--- src/rtl/gol_vga_renderer_if.sv ---
// Board-to-display bus between the life engine and the VGA renderer,
// including the renderer's VGA outputs and frame-latch pulse.
interface gol_vga_renderer_if;
    // No valid/ready: board, cursor_en and cursor_row are level signals the
    // renderer may sample at any clock. Only board is captured, once per frame,
    // in the cycle frame is high.
    logic [255:0] board;
    logic         cursor_en;
    logic [3:0]   cursor_row;
    logic         hsync;
    logic         vsync;
    logic [11:0]  rgb;
    logic         frame;

    modport master (
        output board, cursor_en, cursor_row,
        input  hsync, vsync, rgb, frame
    );

    modport slave (
        input  board, cursor_en, cursor_row,
        output hsync, vsync, rgb, frame
    );
endinterface

--- src/rtl/gol_vga_renderer.sv ---
// Renders the 16x16 life board as a cell grid on 640x480@60 VGA, latching the
// board once per frame in vertical blanking so engine updates never tear.
module gol_vga_renderer #(
    parameter int          CLK_DIV    = 4,
    parameter int          CELL_PX    = 28,
    parameter int          X_OFF      = 96,
    parameter int          Y_OFF      = 16,
    parameter logic [11:0] ALIVE_RGB  = 12'h0F0,
    parameter logic [11:0] DEAD_RGB   = 12'h111,
    parameter logic [11:0] GRID_RGB   = 12'h444,
    parameter logic [11:0] CURSOR_RGB = 12'h008
) (
    input logic               ClkPort,
    input logic               reset,
    gol_vga_renderer_if.slave bus
);
    localparam int DIV_W = (CLK_DIV > 1) ? $clog2(CLK_DIV) : 1;
    localparam int SUB_W = (CELL_PX > 1) ? $clog2(CELL_PX) : 1;
    localparam logic [DIV_W-1:0] DIV_LAST = DIV_W'(CLK_DIV - 1);
    localparam logic [SUB_W-1:0] SUB_LAST = SUB_W'(CELL_PX - 1);
    localparam logic [9:0] H_LAST = 10'd799;
    localparam logic [9:0] V_LAST = 10'd524;
    localparam logic [9:0] H_ACT  = 10'd640;
    localparam logic [9:0] V_ACT  = 10'd480;
    localparam logic [9:0] HS_BEG = 10'd656;
    localparam logic [9:0] HS_END = 10'd751;
    localparam logic [9:0] VS_BEG = 10'd490;
    localparam logic [9:0] VS_END = 10'd491;
    localparam logic [9:0] GX0    = 10'(X_OFF);
    localparam logic [9:0] GX1    = 10'(X_OFF + 16 * CELL_PX);
    localparam logic [9:0] GY0    = 10'(Y_OFF);
    localparam logic [9:0] GY1    = 10'(Y_OFF + 16 * CELL_PX);

    logic [DIV_W-1:0] div;
    logic             tick;
    logic [9:0]       hcount;
    logic [9:0]       vcount;
    logic [9:0]       h_next;
    logic [9:0]       v_next;
    logic             line_end;
    logic             latch;
    logic [SUB_W-1:0] sub_x;
    logic [SUB_W-1:0] sub_y;
    logic [3:0]       cell_x;
    logic [3:0]       cell_y;
    logic [255:0]     shadow;
    logic [11:0]      pix;
    logic [11:0]      rgb_q;
    logic             hsync_q;
    logic             vsync_q;

    assign tick     = (div == DIV_LAST);
    assign line_end = (hcount == H_LAST);
    assign h_next   = line_end ? 10'd0 : hcount + 10'd1;
    assign v_next   = (vcount == V_LAST) ? 10'd0 : vcount + 10'd1;
    assign latch    = tick && (hcount == 10'd0) && (vcount == V_ACT);

    always_ff @(posedge ClkPort or posedge reset) begin
        if (reset) begin
            div <= '0;
        end else begin
            div <= tick ? '0 : div + DIV_W'(1);
        end
    end

    always_ff @(posedge ClkPort or posedge reset) begin
        if (reset) begin
            hcount <= '0;
            vcount <= '0;
        end else if (tick) begin
            hcount <= h_next;
            if (line_end) vcount <= v_next;
        end
    end

    // Sub-pixel/cell counters track the coordinate the main counters are about
    // to take, so they are aligned with hcount/vcount in every cycle.
    always_ff @(posedge ClkPort or posedge reset) begin
        if (reset) begin
            sub_x  <= '0;
            cell_x <= '0;
            sub_y  <= '0;
            cell_y <= '0;
        end else if (tick) begin
            if (h_next == GX0) begin
                sub_x  <= '0;
                cell_x <= '0;
            end else if (sub_x == SUB_LAST) begin
                sub_x  <= '0;
                cell_x <= cell_x + 4'd1;
            end else begin
                sub_x  <= sub_x + SUB_W'(1);
            end
            if (line_end) begin
                if (v_next == GY0) begin
                    sub_y  <= '0;
                    cell_y <= '0;
                end else if (sub_y == SUB_LAST) begin
                    sub_y  <= '0;
                    cell_y <= cell_y + 4'd1;
                end else begin
                    sub_y  <= sub_y + SUB_W'(1);
                end
            end
        end
    end

    // Screen column k shows board bit 15-k, hence the inverted cell_x.
    always_comb begin
        pix = '0;
        if (hcount < H_ACT && vcount < V_ACT &&
            hcount >= GX0 && hcount < GX1 && vcount >= GY0 && vcount < GY1) begin
            if (sub_x == '0 || sub_y == '0) begin
                pix = GRID_RGB;
            end else if (shadow[{cell_y, ~cell_x}]) begin
                pix = ALIVE_RGB;
            end else if (bus.cursor_en && cell_y == bus.cursor_row) begin
                pix = CURSOR_RGB;
            end else begin
                pix = DEAD_RGB;
            end
        end
    end

    always_ff @(posedge ClkPort or posedge reset) begin
        if (reset) begin
            rgb_q   <= '0;
            hsync_q <= 1'b1;
            vsync_q <= 1'b1;
            shadow  <= '0;
        end else begin
            if (tick) begin
                rgb_q   <= pix;
                hsync_q <= !(hcount >= HS_BEG && hcount <= HS_END);
                vsync_q <= !(vcount >= VS_BEG && vcount <= VS_END);
            end
            if (latch) shadow <= bus.board;
        end
    end

    assign bus.rgb   = rgb_q;
    assign bus.hsync = hsync_q;
    assign bus.vsync = vsync_q;
    assign bus.frame = latch;
endmodule

--- src/flat_wrapper.sv ---
// flat-port wrapper written by rule: the top's interface ports become plain ports
module gol_vga_renderer_flat 
#(
    parameter int          CLK_DIV    = 4,
    parameter int          CELL_PX    = 28,
    parameter int          X_OFF      = 96,
    parameter int          Y_OFF      = 16,
    parameter logic [11:0] ALIVE_RGB  = 12'h0F0,
    parameter logic [11:0] DEAD_RGB   = 12'h111,
    parameter logic [11:0] GRID_RGB   = 12'h444,
    parameter logic [11:0] CURSOR_RGB = 12'h008
)
  (ClkPort, reset, bus_board, bus_cursor_en, bus_cursor_row, bus_hsync, bus_vsync, bus_rgb, bus_frame);
  gol_vga_renderer_if bus_i ();
  input logic ClkPort;
  input logic reset;
  input wire logic [$bits(bus_i.board)-1:0] bus_board;
  input wire logic [$bits(bus_i.cursor_en)-1:0] bus_cursor_en;
  input wire logic [$bits(bus_i.cursor_row)-1:0] bus_cursor_row;
  output wire logic [$bits(bus_i.hsync)-1:0] bus_hsync;
  output wire logic [$bits(bus_i.vsync)-1:0] bus_vsync;
  output wire logic [$bits(bus_i.rgb)-1:0] bus_rgb;
  output wire logic [$bits(bus_i.frame)-1:0] bus_frame;
  assign bus_i.board = bus_board;
  assign bus_i.cursor_en = bus_cursor_en;
  assign bus_i.cursor_row = bus_cursor_row;
  assign bus_hsync = bus_i.hsync;
  assign bus_vsync = bus_i.vsync;
  assign bus_rgb = bus_i.rgb;
  assign bus_frame = bus_i.frame;
  gol_vga_renderer #(.CLK_DIV(CLK_DIV), .CELL_PX(CELL_PX), .X_OFF(X_OFF), .Y_OFF(Y_OFF), .ALIVE_RGB(ALIVE_RGB), .DEAD_RGB(DEAD_RGB), .GRID_RGB(GRID_RGB), .CURSOR_RGB(CURSOR_RGB)) u_core (.ClkPort(ClkPort), .reset(reset), .bus(bus_i));
endmodule
--- config.mk ---
export PLATFORM = sky130hd
export DESIGN_NAME = gol_vga_renderer_flat
export DESIGN_NICKNAME = d
export VERILOG_FILES = /design/src/rtl/gol_vga_renderer_if.sv /design/src/rtl/gol_vga_renderer.sv /design/src/flat_wrapper.sv
export SDC_FILE = /design/constraint.sdc
export NUM_CORES = 1
export LEC_CHECK = 0
export ABC_AREA = 1
export CORE_UTILIZATION = 50
export DETAILED_ROUTE_END_ITERATION = 16
export PLACE_DENSITY = 0.81
export SETUP_SLACK_MARGIN = 0.2
export SYNTH_ARGS = -nofsm -noshare
export SYNTH_HDL_FRONTEND = slang
export SYNTH_SLANG_ARGS = --single-unit
--- constraint.sdc ---
create_clock -name ClkPort -period 13.45 [get_ports ClkPort]
set_input_delay 4.035 -clock ClkPort [delete_from_list [all_inputs] [get_ports ClkPort]]
set_output_delay 4.035 -clock ClkPort [all_outputs]
set_load 0.03 [all_outputs]
# After elaboration in Yosys (flattened, before gate mapping)
# Cells that the tools add are included.
# op_classes
order_cmp	11
n_mux	17
n_reduce_logical	21
add_sub_neg	7
n_eq_ne	9
bitwise	1
# op_table
cell	count
two-way mux 12 bit	3
adder 10 x 1 -> 10 bit, second input constant	2
== test 10 bit, second input constant	2
< comparator 10 bit, second input constant	2
< comparator 10 x 9 -> 1 bit, second input constant	2
two-way mux 10 bit	2
two-way mux 5 bit	4
two-way mux 4 bit	4
adder 5 x 1 -> 5 bit, second input constant	2
== test 10 x 5 -> 1 bit, second input constant	1
== test 10 x 7 -> 1 bit, second input constant	1
== test 10 x 9 -> 1 bit, second input constant	1
== test 5 bit, second input constant	2
>= comparator 10 bit, second input constant	1
>= comparator 10 x 5 -> 1 bit, second input constant	1
>= comparator 10 x 7 -> 1 bit, second input constant	1
>= comparator 10 x 9 -> 1 bit, second input constant	1
less-or-equal comparator 10 bit, second input constant	1
less-or-equal comparator 10 x 9 -> 1 bit, second input constant	1
logical AND 1 bit	10
logical NOT 10 bit	1
logical NOT 5 bit	2
< comparator 8 x 9 -> 1 bit, second input constant	1
two-way mux 9 bit	1
13 further kinds	17
# totals
ff_bits	310
out_inout_bits	15
elab_cells	77
in_bits	263

# Longest topological paths before layout
# Gate-level depths: netlist (run 1).
# logic_depth
depth_word	7
mapped_depth	17
depth_no_buf	15

# Worst setup path before layout (run 1)
# Ideal clock, no wire load.
# synth_timing
path_type	register -> output
start	register u_core.div[0]
end	output bus_frame
arrival_time_ps	1690
n_path_buf	3
stages_incl_launch_ff	11
t_required_ps	9415
slack_ps	7725
cell_sequence	dfrtp_1 ha_1 buf_4 inv_2 nor4_1 nand4_1 nor3_2 nand2_2 clkinv_2 buf_6 buf_4
# synth_via
elab_chain_len	3
# synth_rtl
item	line	source
from (decl)	gol_vga_renderer.sv:34	logic [DIV_W-1:0] div;
from (signal assigned)	gol_vga_renderer.sv:62	div <= tick ? '0 : div + DIV_W'(1);
== test 2 bit	gol_vga_renderer.sv:52	assign tick = (div == DIV_LAST);
logical AND 1 bit (2 in series)	gol_vga_renderer.sv:56	assign latch = tick && (hcount == 10'd0) && (vcount == V_ACT);
to (decl)	flat_wrapper.sv:23	output wire logic [$bits(bus_i.frame)-1:0] bus_frame;
# Every way passes these cells.

# Worst setup path after layout (run 1)
# Same ends and word-level chain as after synthesis.

==> impl_metrics.yaml, run 1 <==
clocking:
  cts_resized: 0
  numCtsBuffers: 34
  cts-root-buf: "clkbuf_16"
  htreeDepth: 2
  clk_pin_slew_ns: 0.06
  cts_sinks: 304
  insertion_delay_ns: 0.51
  cts_setup_buffers: 0
  cts_max_path_buffers: 3
  cts_hold_buf: 0
  cts_tree: "built"
timing:
  finalClockSkew_ns: 0.0184
  fmax_mhz: 120
  finalSetupTns_ns: 0
  setup-violations-final: 0
  worst_pin_slew_ns: 1.19
  rsz0062_at_grt: "no"
  final_max_slew_viol_count: 0
  hold_violations: 0
  fin_crit_sh_pct: 62.2
  max_slew_margin_pct: 20.5
  period_needed_ns: 8.36
logic_synthesis:
  ys.flop_type: "dfrtp_1"
  ys_ff_latch: 304
  synthTopCellsByCount: "nand2_1, dfrtp_1, nand3_1, inv_1, o21ai_0"
  async_flop_share_pct: 100
  yosysMostFrequentCell: "nand2_1"
  synth.avg_cell_area_sq_um: 7.52
  synth.distinct_cells: 40
  synth.top_cells.by_area: "dfrtp_1, nand2_1, nand3_1"
  synth_area_leader_cell: "dfrtp_1"
  yosys_warnings: 0
  syn_inst: 2029
  netlist_area_sq_um: 15300
  synth_top_area_share_pct: 49.6
  synth-edff-count: 0
  yosysSeqAreaShare_pct: 49.9
setup_path:
  crit_path_max_incr_delay_ns: 0.81
  crit_fanout: 201
  endpoint_kind: "output pin"
  cp-start-kind: "register"
  slowest_stage: "clkdlybuf4s50_1"
  worstPathRequired_ns: 9.41
  arrival_ns: 4.33
  cp_cell_sequence: "ha_1 -> inv_2 -> nor4_1 -> nand4_1 -> nor3_2 -> nand2_4 -> clkinv_8 -> clkdlybuf4s50_1"
  crit_type: "reg -> out"
power_and_ir_drop:
  power_mw: 1.95
  p_per_area_nw_per_um2: 102
  p_leak_nw: 8.88
  ir_worst_vdd_uv: 85.0
placement:
  place_congestion: 0.887
  io_buffer_count: 274
  hpwl_um: 28100
floorplan:
  die_w_um: 177
  core_area_sq_um: 29800
  dieArea_sq_um: 31200
  initial_utilization_pct: 51.2
  die_height_um: 177
  io_pins: 278
  rows: 63
cells_and_area:
  fillers: 2530
  final_core_util_pct: 63.8
  drive_gt1_share_pct: 3.81
  area_delta_synth_final_pct: 24.7
  nNetsFinal: 2509
global_route:
  grt_pass1_wl_um: 68800
  grt_pass1_vias: 13600
  grt_max_degree: 202
  grt.overflow.total: 0
  grt_usage_pct: 27.8
  antenna_found_initial: 4
route:
  drt-wirelength-per-cell_um: 16.1
  drcViolationCount: 0
  drt-total-wl_um: 42800
  post_drt_via_cell_ratio: 5.26
  vias: 14000
  first_iter_violations: 1379
  drtAntennaViolNets: 0
  firstDrtPassIters: 5
status:
  outcome: "complete, no violations"
job:
  max-cap-violations: 0
hold_path:
  min_path_type: "reg -> reg"
-- sequential cells by signal, summed over array words and instances, names as in the netlist --
name,cells
u_core.hcount,10
u_core.sub_y,5
u_core.sub_x,5
u_core.cell_x,4
u_core.bus.vsync,1
u_core.cell_y,4
u_core.vcount,10
u_core.bus.rgb,6
u_core.bus.hsync,1
u_core.div,2
u_core.shadow,256
-- path summary, 6_finish.rpt --
| kind | start | end | slack, ns | cells after the start |
|---|---|---|---|---|
| worst max-delay path | u_core.div[0]$_DFF_PP0_ | bus_frame | 5.09 | 8 |
| worst min-delay path | u_core.div[0]$_DFF_PP0_ | u_core.div[0]$_DFF_PP0_ | 0.45 | 1 |
| worst max register to register | u_core.div[0]$_DFF_PP0_ | u_core.shadow[160]$_DFFE_PP0P_ | 9.07 | 10 |
| worst min register to register | u_core.div[0]$_DFF_PP0_ | u_core.div[0]$_DFF_PP0_ | 0.45 | 1 |
| max in group asynchronous | reset | u_core.cell_x[0]$_DFFE_PP0P_ | 7.37 | 3 |
| min in group asynchronous | reset | u_core.shadow[42]$_DFFE_PP0P_ | 4.05 | 2 |
-- where the power goes --
group | switching [mW] | total (mW) | internal, mW
clock | 0.375 | 0.931 | 0.556
combinational | 0.0352 | 0.102 | 0.0670
sequential | 0 | 0.915 | 0.915
total | 0.411 | 1.95 | 1.54
-- cell usage in the layout (no fill, tap or decap), types with 11 or more instances in the layout --
cell	Yosys	routed
nand2_1	847	847
dfrtp_1	302	300
clkdlybuf4s50_1	0	274
nand3_1	192	192
inv_1	191	189
o21ai_0	149	149
o21ai_1	52	52
nor2_1	48	48
clkbuf_16	0	35
a21oi_1	28	28
nand4_1	19	19
ha_1	12	12
xor2_1	11	11
buf_4	32	11
-- cell type report --
class	count	area, sq um	area share [%]
antenna	3	7.51	0.0395
timing repair buffer	285	2830	14.9
multi-input combinational	1412	6210	32.7
clock inverter	14	160	0.842
tap	390	488	2.57
inverter	197	761	4.00
clock buffer	47	951	5.00
sequential	304	7610	40.0
-- kinds of logic (layout without fill, tap and decap cells) --
logic type | count (synthesis) | in the layout | synth area share (%)
flops | 304 | 304 | 49.9
xor+xnor | 14 | 14 | 0.804
fa+ha+maj | 12 | 12 | 0.984
buf+inv | 315 | 543 | 9.45
simple gates | 1140 | 1140 | 30.6
other cells | 1 | 6 | 0.0246
compound gates | 243 | 243 | 8.21
-- layer usage --
| metal | global-route usage [%] | share of wire [%] |
|---|---|---|
| met5 | 0 | 0.030 |
| met4 | 11.2 | 3.3 |
| met3 | 4.34 | 7.4 |
| met1 | 38.2 | 43 |
| met2 | 44.0 | 46 |
-- critical path, delay by kind of cell (launching register included) --
kind	cells	cell delay (ns)
flops	1	0.36
simple gates	4	0.85
fa+ha+maj	1	0.75
buf+inv	3	1.66
-- through the flow --
stage	cell area, sq um	setup WS, ns	cells	hold WS (ns)
CTS	19000	5.17	2649	0.440
global route	19000	4.73	2651	0.453
finish	19000	5.09	2652	0.447
global placement	17900	5.76	2588	0.422
detailed placement	17900	5.75	2588	0.433
floorplan	15300	1.02	2031	0.403
No activity file was read; power rests on OpenSTA's default activity.
==> inputs of run 2 (changes only) <==
--- a/config.mk
+++ b/config.mk
@@ -6,7 +6,7 @@
 export NUM_CORES = 1
 export LEC_CHECK = 0
 export ABC_AREA = 1
-export CORE_UTILIZATION = 50
+export CORE_UTILIZATION = 48
 export DETAILED_ROUTE_END_ITERATION = 16
 export PLACE_DENSITY = 0.81
 export SETUP_SLACK_MARGIN = 0.2
==> constraint.sdc (replaced) <==
create_clock -name ClkPort -period 6.8 [get_ports ClkPort]
set_input_delay 2.04 -clock ClkPort [delete_from_list [all_inputs] [get_ports ClkPort]]
set_output_delay 2.04 -clock ClkPort [all_outputs]
set_load 0.03 [all_outputs]
==> impl_metrics.yaml, run 2 (synthesized netlist as in run 1, its figures left out) <==
hold_path:
  min-delay-start: "u_core.div[0]$_DFF_PP0_"
  holdPathStages: 1
  hold_end: "u_core.div[0]$_DFF_PP0_"
  min_path_type: "reg -> reg"
route:
  drt-total-wl_um: 44000
  drcViolationCount: 0
  vias: 14200
  firstDrtPassIters: 8
  drtAntennaViolNets: 0
  post_drt_via_cell_ratio: 5.33
  drt-wirelength-per-cell_um: 16.6
  first_iter_violations: 1427
cells_and_area:
  largest_reg_flops: 256
  final_common_cell: "nand2_1"
  area_delta_synth_final_pct: 25.2
  nNetsFinal: 2511
  fin_cells: 2655
  drive_gt1_share_pct: 3.99
  largest-register: "u_core.shadow"
  layout_common_cells: "nand2_1, dfrtp_1, clkdlybuf4s50_1"
  reg.largest.list: "u_core.shadow x256, u_core.hcount x10, u_core.vcount x10"
timing:
  period_needed_ns: 5.18
  final_max_slew_viol_count: 0
  finalSetupTns_ns: 0
  hold_violations: 0
  worst_pin_slew_ns: 1.12
  finalClockSkew_ns: 0.0144
  fmax_mhz: 193
  max_slew_margin_pct: 25.6
  setup-violations-final: 0
  fin_crit_sh_pct: 76.2
  rsz0062_at_grt: "no"
setup_path:
  endpoint_kind: "output pin"
  worstSetupStartpoint: "u_core.div[0]$_DFF_PP0_"
  crit_fanout: 78
  rr_endpoint: "u_core.shadow[180]$_DFFE_PP0P_"
  reg2reg_depth: 10
  slowest_stage: "clkdlybuf4s50_1"
  cp_cell_sequence: "ha_1 -> inv_2 -> nor4_1 -> nand4_1 -> nor3_2 -> nand2_4 -> clkinv_8 -> clkdlybuf4s50_1"
  r2r_start: "u_core.div[0]$_DFF_PP0_"
  worstPathRequired_ns: 4.76
  cp-start-kind: "register"
  crit_type: "reg -> out"
  critical_path_buf_inv_count: 3
  cp_top_family: "buffers and inverters"
  r2r_setup_slack_ns: 2.59
  crit_path_max_incr_delay_ns: 0.74
  arrival_ns: 3.14
clocking:
  numCtsBuffers: 34
  htreeDepth: 2
  cts_resized: 0
  cts_setup_buffers: 0
  cts-root-buf: "clkbuf_16"
  clk_pin_slew_ns: 0.06
  cts_tree: "built"
  cts_hold_buf: 0
  insertion_delay_ns: 0.50
  cts_sinks: 304
  cts_max_path_buffers: 3
power_and_ir_drop:
  p_leak_nw: 8.92
  ir_worst_vdd_uv: 177
  p_per_area_nw_per_um2: 204
floorplan:
  dieArea_sq_um: 32500
  die_height_um: 180
  rows: 64
  core_area_sq_um: 30900
  initial_utilization_pct: 49.3
  die_w_um: 180
  io_pins: 278
placement:
  dp_cells: 2596
  place_congestion: 0.856
  io_buffer_count: 274
  hpwl_um: 28700
global_route:
  grt_max_degree: 147
  grt_usage_pct: 27.2
  grt.overflow.total: 0
  grt_pass1_wl_um: 71100
  grt_pass1_vias: 13900
  antenna_found_initial: 2
job:
  max-cap-violations: 0
status:
  outcome: "complete, no violations"
-- run 2: changes by cell type in the layout (fill, tap and decap cells not counted), moves of 2 or more --
cell and change:
buf_12 +2, clkbuf_8 +9, clkinv_2 -3, clkbuf_1 -7, inv_8 -2
-- run 2: per-stage QoR --
stage	hold WS [ns]	worst slack, ns	utilization [%]	cell area, sq um	power, mW
2_1_floorplan	0.403	0.719	-	15300	1.87
3_3_place_gp	0.425	2.16	58.1	17900	2.05
3_5_place_dp	0.420	2.15	58.1	17900	2.05
4_1_cts	0.429	1.60	61.7	19100	3.91
5_1_grt	0.460	1.47	61.8	19100	4.00
6_report	0.425	1.62	61.8	19100	3.89
-- run 2: worst max path at each step --
stage                                          endpoint  slack, ns  depth (start not counted)
after floorplan           u_core.bus.rgb[2]$_DFFE_PP0P_       0.72                          1
after global placement                        bus_frame       2.16                          8
after detailed placement                      bus_frame       2.15                          8
after CTS                                     bus_frame       1.60                          8
after global routing                          bus_frame       1.47                          8
final                                         bus_frame       1.62                          8
-- run 2: final cells by class --
| type | instances | area [sq um] |
|---|---|---|
| diodes | 3 | 7.51 |
| repair buffers | 287 | 2870 |
| clock buffers | 49 | 1050 |
| flip-flops and latches | 304 | 7610 |
| multi-input cells | 1412 | 6210 |
| fillers | 2668 | 11800 |
| clock inverters | 7 | 88.8 |
| inverters | 197 | 757 |
| well taps | 396 | 495 |
-- run 2: routing by layer --
metal	up-vias	routed length (um)	track usage (%)
li1	6772	-	-
met1	6651	18900	37.0
met2	640	20400	44.4
met3	92	3350	3.62
met4	0	1340	9.95
met5	-	0	0
-- run 2: worst register-to-register path: cells and delay by family (launching register included) --
family	cells	cell delay (ns)
compound gates	1	0.32
flops	1	0.35
fa+ha+maj	1	0.18
buf+inv	4	2.33
simple gates	4	0.83
-- run 2: power breakdown --
part           internal [mW]  leakage (nW)  switching (mW)
Clock                   1.14         0.568           0.733
Combinational          0.135          5.48          0.0729
Sequential              1.81          2.87               0
Total                   3.08          8.92           0.806
